--- src/rtl/random_engine_dpath_if.sv ---
// Seed-load and random-value handshake bundle for random_engine_dpath.
// master is the datapath side; slave is the controller/consumer side.
interface random_engine_dpath_if #(
  parameter int unsigned nbits = 16
);
  logic             seed_val;
  logic [nbits-1:0] seed;
  logic             seed_rdy;
  logic             rand_val;
  logic [nbits-1:0] rand_msg;
  logic             rand_rdy;

  modport master (
    input  seed_val, seed, rand_rdy,
    output seed_rdy, rand_val, rand_msg
  );

  modport slave (
    output seed_val, seed, rand_rdy,
    input  seed_rdy, rand_val, rand_msg
  );
endinterface

--- src/rtl/random_engine_dpath.sv ---
// Galois LFSR stepped on lfsr_en, feeding a one-entry val/rdy output buffer,
// with seed loading and a running count of completed output handshakes.
module random_engine_dpath #(
  parameter int unsigned      nbits      = 16,
  parameter logic [nbits-1:0] taps       = 16'hB400,
  parameter logic [nbits-1:0] reset_seed = 16'hACE1
) (
  input  logic                         clk,
  input  logic                         rst,
  random_engine_dpath_if.master        io,
  input  logic                         lfsr_en,
  output logic                         stall,
  output logic [31:0]                  count
);

  logic [nbits-1:0] s_q, s_d;
  logic [nbits-1:0] buf_q, buf_d;
  logic             v_q, v_d;
  logic [31:0]      count_q, count_d;

  logic             xfer;
  logic             room;
  logic             step;
  logic [nbits-1:0] s_next;

  always_comb begin
    xfer   = v_q & io.rand_rdy;
    room   = ~v_q | io.rand_rdy;
    step   = lfsr_en & ~io.seed_val & room;
    stall  = lfsr_en & ~io.seed_val & ~room;
    s_next = (s_q >> 1) ^ (s_q[0] ? taps : '0);

    s_d     = s_q;
    buf_d   = buf_q;
    v_d     = v_q;
    count_d = count_q + {31'b0, xfer};

    // A seed load drops the held value, but a same-cycle handshake still counts.
    if (io.seed_val) begin
      s_d = (io.seed == '0) ? reset_seed : io.seed;
      v_d = 1'b0;
    end else if (step) begin
      s_d   = s_next;
      buf_d = s_next;
      v_d   = 1'b1;
    end else if (xfer) begin
      v_d = 1'b0;
    end
  end

  always_ff @(posedge clk) begin
    if (rst) begin
      s_q     <= reset_seed;
      buf_q   <= '0;
      v_q     <= 1'b0;
      count_q <= '0;
    end else begin
      s_q     <= s_d;
      buf_q   <= buf_d;
      v_q     <= v_d;
      count_q <= count_d;
    end
  end

  assign io.seed_rdy = 1'b1;
  assign io.rand_val = v_q;
  assign io.rand_msg = buf_q;
  assign count       = count_q;

endmodule

--- src/flat_wrapper.sv ---
// flat-port wrapper written by rule: the top's interface ports become plain ports
module random_engine_dpath_flat 
#(
  parameter int unsigned      nbits      = 16,
  parameter logic [nbits-1:0] taps       = 16'hB400,
  parameter logic [nbits-1:0] reset_seed = 16'hACE1
)
  (clk, rst, lfsr_en, stall, count, io_seed_val, io_seed, io_rand_rdy, io_seed_rdy, io_rand_val, io_rand_msg);
  random_engine_dpath_if #(.nbits(nbits)) io_i ();
  input  logic clk;
  input  logic rst;
  input  logic lfsr_en;
  output logic stall;
  output logic [31:0] count;
  input wire logic [$bits(io_i.seed_val)-1:0] io_seed_val;
  input wire logic [$bits(io_i.seed)-1:0] io_seed;
  input wire logic [$bits(io_i.rand_rdy)-1:0] io_rand_rdy;
  output wire logic [$bits(io_i.seed_rdy)-1:0] io_seed_rdy;
  output wire logic [$bits(io_i.rand_val)-1:0] io_rand_val;
  output wire logic [$bits(io_i.rand_msg)-1:0] io_rand_msg;
  assign io_i.seed_val = io_seed_val;
  assign io_i.seed = io_seed;
  assign io_i.rand_rdy = io_rand_rdy;
  assign io_seed_rdy = io_i.seed_rdy;
  assign io_rand_val = io_i.rand_val;
  assign io_rand_msg = io_i.rand_msg;
  random_engine_dpath #(.nbits(nbits), .taps(taps), .reset_seed(reset_seed)) u_core (.clk(clk), .rst(rst), .io(io_i), .lfsr_en(lfsr_en), .stall(stall), .count(count));
endmodule
--- config.mk ---
export PLATFORM = sky130hd
export DESIGN_NAME = random_engine_dpath_flat
export DESIGN_NICKNAME = d
export VERILOG_FILES = /design/src/rtl/random_engine_dpath_if.sv /design/src/rtl/random_engine_dpath.sv /design/src/flat_wrapper.sv
export SDC_FILE = /design/constraint.sdc
export NUM_CORES = 1
export LEC_CHECK = 0
export CAP_MARGIN = 20
export CELL_PAD_IN_SITES_DETAIL_PLACEMENT = 1
export CELL_PAD_IN_SITES_GLOBAL_PLACEMENT = 2
export CORE_ASPECT_RATIO = 0.5
export CORE_UTILIZATION = 28
export DETAILED_ROUTE_END_ITERATION = 6
export PLACE_DENSITY_LB_ADDON = 0.1
export SLEW_MARGIN = 30
export SYNTH_ARGS = -nofsm -noshare
export SYNTH_HDL_FRONTEND = slang
export SYNTH_SLANG_ARGS = --single-unit
--- constraint.sdc ---
create_clock -name clk -period 2.8 [get_ports clk]
set_input_delay 0.56 -clock clk [delete_from_list [all_inputs] [get_ports clk]]
set_output_delay 0.56 -clock clk [all_outputs]
set_load 0.1 [all_outputs]
==> qor.csv <==
stage,metric,value,unit
worst_setup_path,Critical Path End Type,register,
clock_network,cts bufs inserted,9,
worst_setup_path,Reg2Reg Setup Slack,700,ps
route,drt drc,0,
grt,vias in the first global route,2708,
place,placed inst area,0.003528,sq mm
sta,fin crit share,88.12,%
route,First-pass DRT Iterations,6,
synth,Syn Inst Count,329,
clock_network,CTS tree,done,
worst_setup_path,CP required,3060,ps
grt,GRT Max-Usage Layer,met2,
die,Ports,72,
synth,Mapped Area,0.002799,sq mm
sta,Worst Tran Pin Value,506.7,ps
worst_setup_path,Crit Path Max Fanout,11,
layout,fin cells,538,
grt,GRT Resource Usage Total,16.89,%
grt,first-pass GRT wire length,13.49,mm
sta,fin crit period,2467,ps
place,placed cells,523,
layout,layout cells sized above 1,20.84,%
synth,Synth Flop Type,dfxtp_1,
place,Setup WS pre-CTS,-21.26,ps
layout,post-layout util,39.96,%
worst_setup_path,critical path class,in2reg,
clock_network,post-CTS sizing,0,
grt,initial antenna violation count,0,
grt,largest net degree at the start of global routing,37,
job,max cap viols,0,
sta,fmax,405.3,MHz
synth,post-synth cell types,38,
layout,FF+latch area,0.001303,sq mm
sta,"Hold Vio Cnt, Final",0,
power,Pleak,1.463,nW
grt,routing usage on met1,20.48,%
place,DP Wirelength,5.638,mm
synth,"top cells by area, synth","dfxtp_1 (46%), nand2_1 (8.2%), a21oi_1 (5.4%), xor2_1 (3.4%), nand4_1 (3.1%)",
place,I/O Buffers,70,
clock_network,worst skew pair latency,330,ps
grt,met3 usage,5.118,%
sta,Worst Skew,4.055,ps
route,via count,2664,
layout,final instance area,0.003825,sq mm
sta,max-slew violations,0,
die,die width,143.4,um
synth,syn_area_per_cell,8.507,sq um
synth,Yosys warnings,0,
power,VDD IR max,0.2469,mV
synth,#FFs+latches synth,65,
worst_setup_path,crit path DAT,2720,ps
sta,endpoints failing setup,0,
clock_network,postcts setup bufs,0,
route,wire per inst,15.07,um
synth,number of synthesized flops with an enable pin,0,
sta,RSZ-0062 raised after global routing,false,
synth,Post-synth ARST share,0,%
power,Pwr Total,2.344,mW
layout,multi-input logic area,0.001380,sq mm
die,die area,0.01042,sq mm
layout,fillers,1138,
synth,Yosys top cell by area,dfxtp_1,
clock_network,Root Driver,clkbuf_16,
die,die height,72.70,um
clock_network,Hold Buf Count CTS,0,
synth,Synth Net Count,353,
synth,post-synthesis sequential area ratio,46.49,%
layout,Syn-to-layout area delta,36.66,%
power,pwr/cell area,612.7,mW/mm^2
outcome,status,"complete, no violations",
clock_network,H-tree levels,3,
route,Iteration-0 DRC Markers,124,
worst_setup_path,startpoint types,input pin,
synth,post-synth top area share,46.49,%
layout,nets@finish,423,
clock_network,CTS Buffer Depth,2,
grt,Congestion Overflow GR,0,
min_path,HP Class,reg2reg,
place,Final Wtd Congestion,0.7163,
die,num rows,25,
route,Routed WL,8.105,mm
die,Initial Utilization,29.24,%
grt,met2 usage in global routing,29.13,%
clock_network,"CTS clk-pin slew, worst paths",50,ps
layout,Ant. Diodes,0,
clock_network,clk sinks,65,
die,core area,0.009572,sq mm
route,ANT nets after route,0,
route,vias per inst,4.952,
sta,Worst slew margin,66.18,%
sta,fin worst setup slack,332.7,ps
[cells in the mapped netlist, drive strengths merged, types with 4 or more instances]
cell	number
nor2	19
nand4	15
nor2b	5
o31ai	11
clkbuf	13
nand2	61
a21oi	30
and4	7
nand3	9
buf	9
dfxtp	65
xor2	11
xnor2	4
o21ai	12
or3	4
or4	11
a31oi	8
nor4	7
[sequential cells by signal, summed over array words and instances, names as in the netlist]
signal	cells
u_core.s_q	16
u_core.count	32
u_core.io.rand_msg	16
u_core.io.rand_val	1
[final timing paths]
check	from	end	cells past startpoint
hold / removal	u_core.io.rand_msg[1]$_SDFFE_PP0P_	u_core.io.rand_msg[1]$_SDFFE_PP0P_	2
setup reg to reg	u_core.io.rand_val$_SDFFE_PP0P_	u_core.count[18]$_SDFF_PP0_	8
setup / recovery	io_rand_rdy	u_core.count[18]$_SDFF_PP0_	9
hold reg to reg	u_core.io.rand_msg[1]$_SDFFE_PP0P_	u_core.io.rand_msg[1]$_SDFFE_PP0P_	2
[routing by layer]
| layer | vias to the layer above | share of wire, % |
|---|---|---|
| met5 | - | 0 |
| met4 | 0 | 0.90 |
| met3 | 9 | 4.3 |
| met2 | 47 | 49 |
| met1 | 1290 | 46 |
| li1 | 1318 | - |
[per-stage QoR]
| stage | setup TNS, ps | hold WS [ps] |
|---|---|---|
| 6_report | 0 | 451.2 |
| 5_1_grt | 0 | 477.6 |
| 4_1_cts | 0 | 454.7 |
| 3_5_place_dp | -32.84 | 447.1 |
| 3_3_place_gp | 0 | 444.0 |
| 2_1_floorplan | 0 | 444.0 |
[cell families after synthesis]
group,count (synthesis),synth area share [%]
multiplexers,2,0.8046
AND/OR/NAND/NOR,151,28.25
XOR/XNOR,15,4.694
AO/OA/AOI/OAI,67,13.99
adder cells (fa/ha/maj),3,1.341
flip-flops,65,46.49
other,1,0.1340
buffers and inverters,25,4.291
[cell usage in the layout (no fill, tap or decap), drive strengths merged, types with 3 or more instances in the layout]
| cell | n |
|---|---|
| dfxtp | 65 |
| buf | 62 |
| nand2 | 61 |
| a21oi | 30 |
| clkdlybuf4s50 | 19 |
| nor2 | 19 |
| nand4 | 15 |
| o21ai | 12 |
| clkbuf | 12 |
| xor2 | 11 |
| o31ai | 11 |
| or4 | 11 |
| nand3 | 9 |
| a31oi | 8 |
| and4 | 7 |
| nor4 | 7 |
| nor2b | 5 |
| xnor2 | 4 |
| or3 | 4 |
| and2 | 3 |
| nand2b | 3 |
| ha | 3 |
| clkinv | 3 |
[critical path, cell delays in order]
cell             delay (ps)
clkdlybuf4s50_1         470
and2_1                  150
ha_1                    180
ha_1                    170
and4_1                  230
nand3_2                 190
buf_4                   220
or4_1                   400
a21oi_1                 150
[cell type report]
class	count	share of cell area, %
flip-flops and latches	65	34.05
multi-input cells	239	36.08
repair buffers	81	17.40
clock buffers	12	6.706
clock inverters	3	1.047
inverters	3	0.2944
well taps	135	4.416
[power by group]
group	internal, mW	switching, mW
Clock	0.729	0.397
Sequential	0.956	0.0178
Combinational	0.0722	0.171
Note: power is estimated with default switching activity, not from simulation.
